--- src/rtl/mc_control_fsm_pkg.sv ---
// Shared definitions for the multicycle MIPS controller: state encodings,
// opcode/funct constants, ALU operation codes and per-state control words.
package mc_control_fsm_pkg;

    localparam int OP_W       = 6;
    localparam int FUNCT_W    = 6;
    localparam int ALU_CTRL_W = 3;

    typedef enum logic [3:0] {
        S_FETCH    = 4'd0,
        S_DECODE   = 4'd1,
        S_MEM_ADDR = 4'd2,
        S_MEM_RD   = 4'd3,
        S_MEM_WB   = 4'd4,
        S_MEM_WR   = 4'd5,
        S_R_EX     = 4'd6,
        S_R_WB     = 4'd7,
        S_BR       = 4'd8,
        S_JMP      = 4'd9,
        S_I_EX     = 4'd10,
        S_I_WB     = 4'd11
    } state_t;

    // How a state picks its ALU operation
    typedef enum logic [2:0] {
        AC_NONE, AC_ADD, AC_SUB, AC_RTYPE, AC_ITYPE
    } alu_class_t;

    localparam logic [OP_W-1:0] OP_RTYPE = 6'b000000, OP_LW   = 6'b100011,
                                OP_SW    = 6'b101011, OP_BEQ  = 6'b000100,
                                OP_J     = 6'b000010, OP_ADDI = 6'b001000,
                                OP_ANDI  = 6'b001100, OP_SLTI = 6'b001010;

    localparam logic [FUNCT_W-1:0] FN_ADD = 6'b100000, FN_SUB = 6'b100010,
                                   FN_AND = 6'b100100, FN_OR  = 6'b100101,
                                   FN_SLT = 6'b101010;

    localparam logic [ALU_CTRL_W-1:0] ALU_AND = 3'b000, ALU_OR  = 3'b001,
                                      ALU_ADD = 3'b010, ALU_SUB = 3'b110,
                                      ALU_SLT = 3'b111;

    typedef struct packed {
        logic       pc_write;
        logic       pc_write_cond;
        logic       iord;
        logic       mem_read;
        logic       mem_write;
        logic       ir_write;
        logic       reg_dst;
        logic       mem_to_reg;
        logic       reg_write;
        logic       alu_src_a;
        logic [1:0] alu_src_b;
        logic [1:0] pc_src;
        logic       instr_done;
    } ctl_t;

    function automatic logic r_funct_ok(input logic [FUNCT_W-1:0] fn);
        return (fn == FN_ADD) || (fn == FN_SUB) || (fn == FN_AND) ||
               (fn == FN_OR)  || (fn == FN_SLT);
    endfunction

    // DECODE successor; S_FETCH here means the instruction is unsupported
    function automatic state_t decode_next(input logic [OP_W-1:0] op,
                                           input logic [FUNCT_W-1:0] fn);
        case (op)
            OP_RTYPE:                  return r_funct_ok(fn) ? S_R_EX : S_FETCH;
            OP_LW, OP_SW:              return S_MEM_ADDR;
            OP_BEQ:                    return S_BR;
            OP_J:                      return S_JMP;
            OP_ADDI, OP_ANDI, OP_SLTI: return S_I_EX;
            default:                   return S_FETCH;
        endcase
    endfunction

    function automatic ctl_t state_ctl(input state_t s);
        ctl_t c;
        c = '0;
        case (s)
            S_FETCH: begin
                c.mem_read = 1'b1; c.ir_write = 1'b1; c.pc_write = 1'b1;
                c.alu_src_b = 2'b01;
            end
            S_DECODE:   c.alu_src_b = 2'b11;
            S_MEM_ADDR: begin c.alu_src_a = 1'b1; c.alu_src_b = 2'b10; end
            S_MEM_RD:   begin c.iord = 1'b1; c.mem_read = 1'b1; end
            S_MEM_WB:   begin c.mem_to_reg = 1'b1; c.reg_write = 1'b1; c.instr_done = 1'b1; end
            S_MEM_WR:   begin c.iord = 1'b1; c.mem_write = 1'b1; c.instr_done = 1'b1; end
            S_R_EX:     c.alu_src_a = 1'b1;
            S_R_WB:     begin c.reg_dst = 1'b1; c.reg_write = 1'b1; c.instr_done = 1'b1; end
            S_BR: begin
                c.alu_src_a = 1'b1; c.pc_src = 2'b01; c.pc_write_cond = 1'b1;
                c.instr_done = 1'b1;
            end
            S_JMP:      begin c.pc_src = 2'b10; c.pc_write = 1'b1; c.instr_done = 1'b1; end
            S_I_EX:     begin c.alu_src_a = 1'b1; c.alu_src_b = 2'b10; end
            S_I_WB:     begin c.reg_write = 1'b1; c.instr_done = 1'b1; end
            default:    c = '0;
        endcase
        return c;
    endfunction

    function automatic alu_class_t alu_class(input state_t s);
        case (s)
            S_FETCH, S_DECODE, S_MEM_ADDR: return AC_ADD;
            S_BR:                          return AC_SUB;
            S_R_EX:                        return AC_RTYPE;
            S_I_EX:                        return AC_ITYPE;
            default:                       return AC_NONE;
        endcase
    endfunction

endpackage

--- src/rtl/mc_control_fsm_alu_op_decoder.sv ---
// Combinational ALU operation select from state class and the held IR fields.
module mc_control_fsm_alu_op_decoder
    import mc_control_fsm_pkg::*;
(
    input  alu_class_t              cls,
    input  logic [OP_W-1:0]         opcode,
    input  logic [FUNCT_W-1:0]      funct,
    output logic [ALU_CTRL_W-1:0]   alu_ctrl
);

    always_comb begin
        alu_ctrl = ALU_AND;
        case (cls)
            AC_ADD: alu_ctrl = ALU_ADD;
            AC_SUB: alu_ctrl = ALU_SUB;
            AC_RTYPE: begin
                case (funct)
                    FN_SUB:  alu_ctrl = ALU_SUB;
                    FN_AND:  alu_ctrl = ALU_AND;
                    FN_OR:   alu_ctrl = ALU_OR;
                    FN_SLT:  alu_ctrl = ALU_SLT;
                    default: alu_ctrl = ALU_ADD;
                endcase
            end
            AC_ITYPE: begin
                case (opcode)
                    OP_ANDI: alu_ctrl = ALU_AND;
                    OP_SLTI: alu_ctrl = ALU_SLT;
                    default: alu_ctrl = ALU_ADD;
                endcase
            end
            default: alu_ctrl = ALU_AND;
        endcase
    end

endmodule

--- src/rtl/mc_control_fsm.sv ---
// Multicycle MIPS main controller: Moore FSM with registered control word,
// pc_ld formed from the registered write enables and the live zero flag.
module mc_control_fsm
    import mc_control_fsm_pkg::*;
(
    input  logic                    clk,
    input  logic                    rst,
    input  logic [OP_W-1:0]         opcode,
    input  logic [FUNCT_W-1:0]      funct,
    input  logic                    zero,
    output logic                    pc_ld,
    output logic                    iord,
    output logic                    mem_read,
    output logic                    mem_write,
    output logic                    ir_write,
    output logic                    reg_dst,
    output logic                    mem_to_reg,
    output logic                    reg_write,
    output logic                    alu_src_a,
    output logic [1:0]              alu_src_b,
    output logic [1:0]              pc_src,
    output logic [ALU_CTRL_W-1:0]   alu_ctrl,
    output logic                    instr_done,
    output logic                    illegal_op
);

    state_t                  st, nxt;
    ctl_t                    ctl;
    alu_class_t              nxt_cls;
    logic [ALU_CTRL_W-1:0]   alu_q, alu_nxt;
    logic                    en;

    always_comb begin
        nxt = S_FETCH;
        case (st)
            S_FETCH:    nxt = S_DECODE;
            S_DECODE:   nxt = decode_next(opcode, funct);
            S_MEM_ADDR: nxt = (opcode == OP_LW) ? S_MEM_RD : S_MEM_WR;
            S_MEM_RD:   nxt = S_MEM_WB;
            S_R_EX:     nxt = S_R_WB;
            S_I_EX:     nxt = S_I_WB;
            default:    nxt = S_FETCH;
        endcase
    end

    assign nxt_cls = alu_class(nxt);

    mc_control_fsm_alu_op_decoder u_alu_dec (
        .cls      (nxt_cls),
        .opcode   (opcode),
        .funct    (funct),
        .alu_ctrl (alu_nxt)
    );

    // Control word is computed for the state being entered, so it is valid from the cycle start
    always_ff @(posedge clk) begin
        if (rst) begin
            st    <= S_FETCH;
            ctl   <= state_ctl(S_FETCH);
            alu_q <= ALU_ADD;
        end else begin
            st    <= nxt;
            ctl   <= state_ctl(nxt);
            alu_q <= alu_nxt;
        end
    end

    // Reset forces outputs low immediately, so an aborted instruction cannot write
    assign en = ~rst & (st <= S_I_WB);

    assign pc_ld      = en & (ctl.pc_write | (ctl.pc_write_cond & zero));
    assign iord       = en & ctl.iord;
    assign mem_read   = en & ctl.mem_read;
    assign mem_write  = en & ctl.mem_write;
    assign ir_write   = en & ctl.ir_write;
    assign reg_dst    = en & ctl.reg_dst;
    assign mem_to_reg = en & ctl.mem_to_reg;
    assign reg_write  = en & ctl.reg_write;
    assign alu_src_a  = en & ctl.alu_src_a;
    assign alu_src_b  = en ? ctl.alu_src_b : 2'b00;
    assign pc_src     = en ? ctl.pc_src : 2'b00;
    assign alu_ctrl   = en ? alu_q : '0;
    assign instr_done = en & ctl.instr_done;
    assign illegal_op = en & (st == S_DECODE) & (decode_next(opcode, funct) == S_FETCH);

endmodule
--- config.mk ---
export PLATFORM = sky130hd
export DESIGN_NAME = mc_control_fsm
export DESIGN_NICKNAME = d
export VERILOG_FILES = /design/src/rtl/mc_control_fsm_pkg.sv /design/src/rtl/mc_control_fsm_alu_op_decoder.sv /design/src/rtl/mc_control_fsm.sv
export SDC_FILE = /design/constraint.sdc
export NUM_CORES = 1
export LEC_CHECK = 0
export CORE_AREA = 2 2 60 62
export CTS_BUF_LIST = sky130_fd_sc_hd__clkbuf_8
export DETAILED_ROUTE_END_ITERATION = 10
export DIE_AREA = 0 0 62 64
export GPL_TIMING_DRIVEN = 0
export PLACE_DENSITY = 0.6
export REMOVE_ABC_BUFFERS = 1
export SYNTH_ARGS = -nofsm -noshare
export SYNTH_HDL_FRONTEND = slang
export SYNTH_SLANG_ARGS = --single-unit
--- constraint.sdc ---
create_clock -name clk -period 2.38 [get_ports clk]
set_input_delay 0.238 -clock clk [delete_from_list [all_inputs] [get_ports clk]]
set_output_delay 0.238 -clock clk [all_outputs]
set_load 0.005 [all_outputs]
==> reports/metrics.yaml <==
clockBufferDepth: 2
wirelength_mm: 2.499
dieArea_mm2: 0.003968
tightest_slew_ns: 0.7603
fin_skew_ns: 0.001653
hold_path.startpoint: "opcode[1]"
worst-endpoint-arrival_ns: 1.99
end_kind: "output port"
overflow: 0
place_hpwl_mm: 1.864
synth_edf_count: 0
final_antenna_net_count: 0
dr.pass1.iters: 4
finalSetupViolCount: 0
rows: 21
area_growth_pct: 39.35
r2r-start: "st[3]"
drt_iter0_drc: 23
final_util_pct: 47.35
yosys.area.top_type_share_pct: 37.67
status: "completed"
rsz0062_at_grt: "no"
path_clk_slew_ns: 0.08
ys_types: 47
root_buffer: "clkbuf_8"
gr-usage-all-layers_pct: 13.76
grt_pass1_vias: 1009
path_max_fanout: 5
core-area_mm2: 0.003284
max_cap_violations: 0
ys_seq_area_share_pct: 37.67
htree_num_levels: 1
pin_count: 33
max_freq_mhz: 449.3
routed_via_density: 5.014
startpoint: "opcode[0]"
final_max_slew_viol_count: 0
numCtsBuffers: 3
antenna_found_initial: 0
power.leakage_nw: 0.5922
clk_latency_ns: 0.25
cp-start-kind: "input pin"
final_area_mm2: 0.001555
fin_crit_ns: 2.226
cts_sinks: 21
port-buffer-count: 32
nNetsFinal: 178
ys_top_cells_by_area: "dfxtp_1 38%, and2_1 11%, nor2_1 4.4%"
drc: 0
cts_tree: "done"
synth.largest_area_cell: "dfxtp_1"
avgSynthCellArea_um2: 8.788
fillers: 330
finalPower_uw: 709.9
synth_area_mm2: 0.001116
post_drt_wl_per_cell_um: 12.01
drive_gt1_share_pct: 12.35
grt_pass1_wl_mm: 4.236
gp_congestion: 0.7795
min_period_over_period_pct: 93.51
grt_max_degree: 20
crit_required_ns: 2.14
die_h_um: 64
dpl_cell_area_mm2: 0.001483
synth-seq-cells: 21
ys.warnings.count: 0
ys.flop_type: "dfxtp_1"
synth-async-reset-ratio_pct: 0
ir_drop_v: 0.0001870
syn_inst: 127
fp.dieW_um: 62
hp-class: "input pin to flip-flop"
via_count: 1043
initial_core_util_pct: 33.98
antenna_cells: 0
hold_viol: 0
relSlewSlack_pct: 49.32
power.density_mw_per_mm2: 456.5
crit_type: "input pin to output port"
## critical path, cell delays in order
cell and delay [ns]:
clkdlybuf4s50_1 0.48, and4b_1 0.27, a32o_1 0.25, or2_1 0.26, a211oi_2 0.22, dlygate4sd2_1 0.26
## state kept, by name, summed over array words and instances, names as in the netlist
name	flops
alu_q	3
ctl	14
st	4
## synth_stat cells (2+ instances only)
| cell | number |
|---|---|
| a211oi_1 | 2 |
| a21oi_1 | 7 |
| a31oi_1 | 2 |
| and2_1 | 19 |
| clkbuf_1 | 3 |
| dfxtp_1 | 21 |
| inv_1 | 2 |
| nand2_1 | 10 |
| nand2b_1 | 2 |
| nand4_1 | 2 |
| nor2_1 | 13 |
| nor2b_1 | 4 |
| nor3b_1 | 2 |
| o21ai_1 | 4 |
| o21bai_1 | 2 |
## stage by stage
stage                     TNS (ns)  worst slack [ns]  hold slack (ns)  instances
final                            0            0.1544           0.5357        208
after global routing             0           0.07653           0.5873        208
after CTS                        0            0.1326           0.5358        208
after detailed placement    -10.84           -0.7393           0.6044        202
after global placement      -9.673           -0.7035           0.5957        202
after floorplan                  0            0.9209           0.3071        124
## routing by layer
metal	wire, µm	track usage (%)	vias to the layer above
li1	-	-	530
met1	1148	16.98	485
met2	1243	22.79	26
met3	71	1.822	2
met4	36	6.383	0
met5	0	0	-
## placed cells by master (no fill, tap or decap), drive strengths merged, types with 3 or more instances in the layout
cell type	synthesis	layout
dfxtp	21	21
and2	19	19
o21ai	5	5
nor2	13	13
or2	3	3
dlygate4sd2	0	4
clkdlybuf4s50	0	28
nor2b	4	4
a31oi	3	3
a21oi	7	7
inv	3	3
clkbuf	3	3
nand2	10	10
## final cells by class
cell class | instances | area, µm² | area share, %
Clock inverter | 1 | 5.005 | 0.3218
Multi-Input combinational cell | 99 | 685.7 | 44.09
Tap cell | 46 | 57.56 | 3.701
Inverter | 4 | 15.01 | 0.9654
Sequential cell | 21 | 420.4 | 27.03
Timing Repair Buffer | 34 | 330.3 | 21.24
Clock buffer | 3 | 41.29 | 2.655
## power breakdown
group / internal, mW / switching (mW) / total, mW / leakage, nW
Clock: 0.116 / 0.114 / 0.230 / 0.0255
Sequential: 0.361 / 0.00565 / 0.366 / 0.171
Combinational: 0.0602 / 0.0533 / 0.113 / 0.396
## cell families after synthesis
| logic type | after synthesis | synth area share [%] |
|---|---|---|
| flops | 21 | 37.67 |
| buf+inv | 7 | 2.354 |
| simple gates | 66 | 36.21 |
| compound gates | 32 | 22.87 |
| mux | 1 | 0.8969 |
## worst paths after layout
kind / to / slack, ns / depth (start not counted)
setup / recovery: illegal_op / 0.15 / 6
hold / removal: ctl[2] / 0.54 / 3
hold reg to reg: ctl[4] / 0.62 / 1
setup reg to reg: alu_q[1] / 0.68 / 5
## repair_timing
action                                 in CTS  in global routing
gates cloned                                0                  0
setup endpoints to repair                  18                  1
gates resized for setup                     6                  1
hold buffers                                0                  0
setup buffers                               2                  0
endpoints found under the hold margin       0                  0
(Power assumes the default switching activity.)
